===== config.mk =====
export PLATFORM = sky130hd
export DESIGN_NAME = dcache_sram_flat
export DESIGN_NICKNAME = d
export VERILOG_FILES = /design/src/rtl/dcache_sram_pkg.sv /design/src/rtl/dcache_sram_if.sv /design/src/rtl/dcache_lru.sv /design/src/rtl/dcache_sram.sv /design/src/flat_wrapper.sv
export SDC_FILE = /design/constraint.sdc
export NUM_CORES = 1
export LEC_CHECK = 0
export ABC_CLOCK_PERIOD_IN_PS = 10350
export BUFFER_PORTS_ARGS = -buffer_cell sky130_fd_sc_hd__clkbuf_2
export CAP_MARGIN = 10
export CORE_UTILIZATION = 53
export CTS_BUF_LIST = sky130_fd_sc_hd__clkbuf_4 sky130_fd_sc_hd__clkbuf_8
export CTS_CLUSTER_SIZE = 25
export DETAILED_ROUTE_END_ITERATION = 10
export GPL_TIMING_DRIVEN = 0
export PLACE_DENSITY = 0.67
export REMOVE_ABC_BUFFERS = 1
export SETUP_SLACK_MARGIN = 0.02
export SYNTH_ARGS = -nofsm -noshare
export SYNTH_HDL_FRONTEND = slang
export SYNTH_SLANG_ARGS = --single-unit

===== constraint.sdc =====
create_clock -name clk -period 10.35 [get_ports clk]
set_input_delay 1.5525 -clock clk [delete_from_list [all_inputs] [get_ports clk]]
set_output_delay 1.5525 -clock clk [all_outputs]
set_load 0.02 [all_outputs]

===== src/rtl/dcache_sram_pkg.sv =====
// dcache_sram_pkg: shared sizes and types for the L1 data-cache storage array.
// 4-way set-associative, 2 sets, 8-byte blocks, 3-bit tags, 2-bit LRU ages.
package dcache_sram_pkg;
  localparam int DTAG_SIZE        = 3;
  localparam int DSET_INDEX_SIZE  = 1;
  localparam int DBLOCK_SIZE      = 8;
  localparam int DBLOCK_SIZE_BITS = 8 * DBLOCK_SIZE;
  localparam int DWAYS            = 4;
  localparam int DAGE_SIZE        = 2;
  localparam int DSETS            = 1 << DSET_INDEX_SIZE;
  localparam int DWAY_IDX_SIZE    = 2;
  localparam int DADDR_SIZE       = DTAG_SIZE + DSET_INDEX_SIZE;

  typedef logic [DTAG_SIZE-1:0]        tag_t;
  typedef logic [DSET_INDEX_SIZE-1:0]  set_t;
  typedef logic [DWAY_IDX_SIZE-1:0]    way_t;
  typedef logic [DAGE_SIZE-1:0]        age_t;
  typedef logic [DBLOCK_SIZE_BITS-1:0] block_t;
  typedef logic [DBLOCK_SIZE-1:0]      byteMask_t;

  localparam age_t AGE_LRU = age_t'(DWAYS - 1);

  // Byte-granular merge: byte i of newData replaces byte i of oldData where mask[i] is set.
  function automatic block_t mergeBytes(block_t oldData, block_t newData, byteMask_t mask);
    block_t r;
    r = oldData;
    for (int i = 0; i < DBLOCK_SIZE; i++)
      if (mask[i]) r[8*i +: 8] = newData[8*i +: 8];
    return r;
  endfunction
endpackage


===== src/rtl/dcache_sram_if.sv =====
// dcache_sram_if: request/response bundle between the D-cache controller (master)
// and the storage array (slave).
//   ren/wen/memWen  lookup and refill strobes
//   bytesAccess     byte enables for wen
//   blockAddr       {tag, set}
//   dataIn          CPU write data or refill block
//   hit/dirtyBit/dataOut  combinational lookup results
interface dcache_sram_if;
  import dcache_sram_pkg::*;
  logic                  ren;
  logic                  wen;
  logic                  memWen;
  byteMask_t             bytesAccess;
  logic [DADDR_SIZE-1:0] blockAddr;
  block_t                dataIn;
  logic                  hit;
  logic                  dirtyBit;
  block_t                dataOut;

  modport master (output ren, wen, memWen, bytesAccess, blockAddr, dataIn,
                  input  hit, dirtyBit, dataOut);
  modport slave  (input  ren, wen, memWen, bytesAccess, blockAddr, dataIn,
                  output hit, dirtyBit, dataOut);
endinterface


===== src/rtl/dcache_lru.sv =====
// dcache_lru: per-set LRU ages, victim selection and touch update.
//   clk, rst   clock, synchronous active-high reset (ages <- way index)
//   set        addressed set
//   validVec   valid bits of the addressed set's ways
//   touch      make touchWay MRU at the next edge
//   touchWay   way to promote
//   victimWay  lowest invalid way, else the way with age LRU
module dcache_lru
  import dcache_sram_pkg::*;
(
  input  logic             clk,
  input  logic             rst,
  input  set_t             set,
  input  logic [DWAYS-1:0] validVec,
  input  logic             touch,
  input  way_t             touchWay,
  output way_t             victimWay
);
  age_t age [DSETS][DWAYS];

  always_comb begin
    logic found;
    victimWay = '0;
    found     = 1'b0;
    for (int w = 0; w < DWAYS; w++)
      if (!validVec[w] && !found) begin
        victimWay = way_t'(w);
        found     = 1'b1;
      end
    // Ages form a permutation, so exactly one way holds AGE_LRU.
    if (!found)
      for (int w = 0; w < DWAYS; w++)
        if (age[set][w] == AGE_LRU) victimWay = way_t'(w);
  end

  always_ff @(posedge clk) begin
    if (rst) begin
      for (int s = 0; s < DSETS; s++)
        for (int w = 0; w < DWAYS; w++)
          age[s][w] <= age_t'(w);
    end else if (touch) begin
      // Only ways younger than the touched one age; older ways keep their rank.
      for (int w = 0; w < DWAYS; w++)
        if (way_t'(w) == touchWay)
          age[set][w] <= '0;
        else if (age[set][w] < age[set][touchWay])
          age[set][w] <= age[set][w] + age_t'(1);
    end
  end
endmodule


===== src/rtl/dcache_sram.sv =====
// dcache_sram: L1 D-cache storage (tag/valid/dirty/data arrays), tag compare and
// output mux; write-back, LRU replacement via dcache_lru.
//   clk, rst  clock, synchronous active-high reset
//   bus       dcache_sram_if.slave: lookups, refills, and combinational results
// Update priority at the clock edge: memWen > wen > ren.
module dcache_sram
  import dcache_sram_pkg::*;
(
  input  logic          clk,
  input  logic          rst,
  dcache_sram_if.slave  bus
);
  logic [DWAYS-1:0] valid [DSETS];
  logic [DWAYS-1:0] dirty [DSETS];
  tag_t             tags  [DSETS][DWAYS];
  block_t           data  [DSETS][DWAYS];

  set_t             set;
  tag_t             tagIn;
  logic [DWAYS-1:0] match;
  logic             hitAny;
  logic             lookup;
  way_t             hitWay;
  way_t             victimWay;
  logic             wenHit;
  logic             touch;

  assign set    = bus.blockAddr[DSET_INDEX_SIZE-1:0];
  assign tagIn  = bus.blockAddr[DADDR_SIZE-1:DSET_INDEX_SIZE];
  assign lookup = bus.ren | bus.wen;

  for (genvar w = 0; w < DWAYS; w++) begin : gWay
    assign match[w] = valid[set][w] && (tags[set][w] == tagIn);
  end

  assign hitAny = |match;

  always_comb begin
    hitWay = '0;
    for (int w = 0; w < DWAYS; w++)
      if (match[w]) hitWay = way_t'(w);
  end

  assign wenHit = !bus.memWen && bus.wen && hitAny;
  assign touch  = bus.memWen || (lookup && hitAny);

  dcache_lru uLru (
    .clk       (clk),
    .rst       (rst),
    .set       (set),
    .validVec  (valid[set]),
    .touch     (touch),
    .touchWay  (bus.memWen ? victimWay : hitWay),
    .victimWay (victimWay)
  );

  // Miss path exposes the victim so the controller can write it back before refilling.
  always_comb begin
    bus.hit      = 1'b0;
    bus.dirtyBit = 1'b0;
    bus.dataOut  = '0;
    if (!rst) begin
      if (lookup && hitAny) begin
        bus.hit     = 1'b1;
        bus.dataOut = data[set][hitWay];
      end else begin
        bus.dirtyBit = valid[set][victimWay] && dirty[set][victimWay];
        bus.dataOut  = data[set][victimWay];
      end
    end
  end

  always_ff @(posedge clk) begin
    if (rst) begin
      for (int s = 0; s < DSETS; s++) begin
        valid[s] <= '0;
        dirty[s] <= '0;
      end
    end else if (bus.memWen) begin
      valid[set][victimWay] <= 1'b1;
      dirty[set][victimWay] <= 1'b0;
    end else if (wenHit) begin
      dirty[set][hitWay] <= 1'b1;
    end
  end

  // Tag/data arrays carry no reset; valid bits gate their meaning.
  always_ff @(posedge clk) begin
    if (!rst) begin
      if (bus.memWen) begin
        tags[set][victimWay] <= tagIn;
        data[set][victimWay] <= bus.dataIn;
      end else if (wenHit) begin
        data[set][hitWay] <= mergeBytes(data[set][hitWay], bus.dataIn, bus.bytesAccess);
      end
    end
  end
endmodule


===== src/flat_wrapper.sv =====
// flat-port wrapper written by rule: the top's interface ports become plain ports
module dcache_sram_flat import dcache_sram_pkg::*;
  (clk, rst, bus_ren, bus_wen, bus_memWen, bus_bytesAccess, bus_blockAddr, bus_dataIn, bus_hit, bus_dirtyBit, bus_dataOut);
  dcache_sram_if bus_i ();
  input  logic clk;
  input  logic rst;
  input wire logic [$bits(bus_i.ren)-1:0] bus_ren;
  input wire logic [$bits(bus_i.wen)-1:0] bus_wen;
  input wire logic [$bits(bus_i.memWen)-1:0] bus_memWen;
  input wire logic [$bits(bus_i.bytesAccess)-1:0] bus_bytesAccess;
  input wire logic [$bits(bus_i.blockAddr)-1:0] bus_blockAddr;
  input wire logic [$bits(bus_i.dataIn)-1:0] bus_dataIn;
  output wire logic [$bits(bus_i.hit)-1:0] bus_hit;
  output wire logic [$bits(bus_i.dirtyBit)-1:0] bus_dirtyBit;
  output wire logic [$bits(bus_i.dataOut)-1:0] bus_dataOut;
  assign bus_i.ren = bus_ren;
  assign bus_i.wen = bus_wen;
  assign bus_i.memWen = bus_memWen;
  assign bus_i.bytesAccess = bus_bytesAccess;
  assign bus_i.blockAddr = bus_blockAddr;
  assign bus_i.dataIn = bus_dataIn;
  assign bus_hit = bus_i.hit;
  assign bus_dirtyBit = bus_i.dirtyBit;
  assign bus_dataOut = bus_i.dataOut;
  dcache_sram u_core (.clk(clk), .rst(rst), .bus(bus_i));
endmodule

==> impl_metrics.ini <==
[min_path]
hp-class = reg2reg

[final_layout]
final_util_pct = 61.41
fin_nets = 2420
synthToLayoutAreaGrowth_pct = 13.65
fillers = 4344
drive_gt1_share_pct = 30.25

[clocking]
cts-root-buf = clkbuf_8
post_cts_buffers = 0
cts_resized = 0
clockBufferDepth = 3
postCtsHoldBufs = 0
htreeDepth = 3
worstSkewPairLatency_ns = 0.70
cts_tree = built
path_clk_slew_ns = 0.06
clkSinkCount = 568
cts_buffers = 98

[synthesis]
synthCells = 2210
syn-cell-area_um2 = 30640
synth_top_area_share_pct = 54.88
synth.avg_cell_area_um2 = 13.87
seq_area_frac_synth_pct = 55.40
synth_common_cells = 560 x edfxtp_1, 306 x mux2i_1, 248 x mux2_2
synth-seq-cells = 568
ys_warn_count = 0
synth.area.top_cells = edfxtp_1 55%, mux2i_1 10%, mux2_2 9.1%, mux4_2 7.1%, a211oi_1 3.2%
synth_async_sr_flop_share_pct = 0
yosys.cell_types.count = 67
synth_enable_flop_cells = 560
synthFlopType = edfxtp_1
yosysTopAreaCell = edfxtp_1
synth.most_common_cell = edfxtp_1

[timing]
rsz0062_at_grt = no
hold_viol = 0
worst_clock_skew_ns = 0.02457
worstMarginPinSlew_ns = 0.9865
setup_tns_ns = 0
final-setup-viol-count = 0
fin_crit_ns = 7.435
post-route-period-util_pct = 71.83
relSlewSlack_pct = 34.23
slew_viol_final = 0
fmax_mhz = 134.5

[drt]
num_vias = 20188
detail-route-antenna-nets = 0
firstDrtPassIters = 5
drt_iter0_drc = 1598
post_drt_wl_per_cell_um = 25.51
finalWirelength_um = 80830
avgViaCountPerCell = 6.372
drc = 0

[placed_design]
hpwl_um = 48240
port_buffers = 146
routabilityCongestion = 0.8717

[pwr]
p_clk_share_pct = 38.8
p_int_uw = 3871
switchingPower_uw = 1255
seqPwrFrac_pct = 50.3
vdd_drop_max_mv = 0.09592
power_density_nw_per_um2 = 147.2
combPwrFrac_pct = 10.9
power.leakage_uw = 0.01210
swShare_pct = 24.48

[global_routing]
grt-ovfl-total = 0
antenna_found_initial = 10
grt_pass1_wl_um = 122000
grt_use_total_pct = 27.45
grt_pass1_vias = 20679
grt_max_degree = 80

[floorplanning]
coreArea_um2 = 56710
pin_count = 147
die_w_um = 242.4
dieArea_um2 = 58780
rows = 87
start_util_pct = 54.03
die_h_um = 242.4

[critical_path]
critical_path.endpoint_type = output port
critPathRequiredTime_ns = 8.80
worstPathMaxFanout = 62
worstSetupPathType = in2out
cp.arrival_ns = 5.88
r2r_setup_slack_ns = 5.55
worstSetupStartpointType = primary input

[status]
status = finished, final reports clean

[job]
cap_violations = 0
state kept, by name, summed over array words and instances (netlist names):
register         count
u_core.dirty         8
u_core.valid         8
u_core.tags         24
u_core.uLru.age     16
u_core.data        512
power by group through the flow:
stage / clock network, µW / logic (µW) / registers [µW]
6_report: 1990 / 559 / 2580
3_5_place_dp: 0 / 555 / 2620
2_1_floorplan: 0 / 336 / 2620
5_1_grt: 2130 / 604 / 2580
3_3_place_gp: 0 / 621 / 2620
4_1_cts: 2040 / 558 / 2580
final timing paths:
kind / endpoint / depth (start not counted) / startpoint
setup / recovery: bus_dataOut[2] / 15 / bus_blockAddr[0]
hold / removal: u_core.valid[0][0] / 1 / u_core.valid[0][0]
setup reg to reg: u_core.data[0][87] / 10 / u_core.tags[1][3]
hold reg to reg: u_core.valid[0][0] / 1 / u_core.valid[0][0]
area by class of cell:
type                            count  area [µm²]  area share (%)
Sequential cell                   568       16980           48.75
Multi-Input combinational cell   1451       12910           37.08
Timing Repair Buffer              202        2043           5.867
Clock buffer                      135        1639           4.706
Tap cell                          756       945.9           2.716
Clock inverter                     37       244.0          0.7006
Inverter                           14       52.55          0.1509
Antenna cell                        5       12.51         0.03593
layout by cell type, fill, tap and decap left out, types with 5 or more instances in the layout:
cell and n:
a211oi_1 129, a21o_1 10, a21oi_1 5, a22oi_1 66, a31oi_1 68, and2_1 6, and3_1 6, buf_12 19
buf_16 30, buf_8 6, clkbuf_2 144, clkbuf_4 36, clkbuf_8 101, clkinv_1 22, clkinv_2 6, dfxtp_1 8
diode_2 5, edfxtp_1 560, inv_1 14, mux2_1 11, mux2_2 248, mux2i_1 306, mux4_2 97, nand2_1 156
nand2b_1 8, nand3_1 6, nor2_1 83, nor2b_1 67, nor3_1 11, o21ai_0 12, o21ai_1 66, or2_4 5
or3_1 7, xor2_1 8
metrics by stage:
step / std cells / cell area, µm² / hold slack [ns] / setup WS (ns) / power (µW)
after floorplan: 2033 / 29850 / 0.4637 / 0.2832 / 2956
after global placement: 2935 / 31530 / 0.5003 / -22.15 / 3244
after detailed placement: 2990 / 32930 / 0.5110 / 3.051 / 3179
after CTS: 3162 / 34810 / 0.5232 / 3.027 / 5170
after global routing: 3167 / 34820 / 0.5404 / 2.654 / 5308
final: 3168 / 34830 / 0.5270 / 2.916 / 5126
critical path, cell delays in order:
cell       delay [ns]
clkbuf_8         0.44
mux2i_1          0.69
inv_1            0.20
ha_1             0.28
a2111oi_2        0.47
nor2_4           0.22
buf_12           0.24
buf_12           0.18
buf_12           0.18
buf_12           0.19
mux4_2           0.22
nor2b_1          0.13
a211oi_1         0.06
a211oi_1         0.44
clkbuf_2         0.26
cells by family after synthesis:
logic type	share of synthesized area [%]
AO/OA/AOI/OAI	8.877
XOR/XNOR	0.3430
adder cells (fa/ha/maj)	0.2001
buffers and inverters	2.756
flip-flops	55.40
multiplexers	26.64
AND/OR/NAND/NOR	5.778
per-layer routing:
layer / wire length (µm) / vias up / part of all wire (%) / GRT usage (%)
met2: 38610 / 741 / 48 / 44.28
met5: 84 / - / 0.10 / 0
met1: 33740 / 10211 / 42 / 36.86
met3: 6060 / 172 / 7.5 / 5.749
li1: - / 9052 / - / -
met4: 2334 / 12 / 2.9 / 9.587
(Power assumes the default switching activity.)
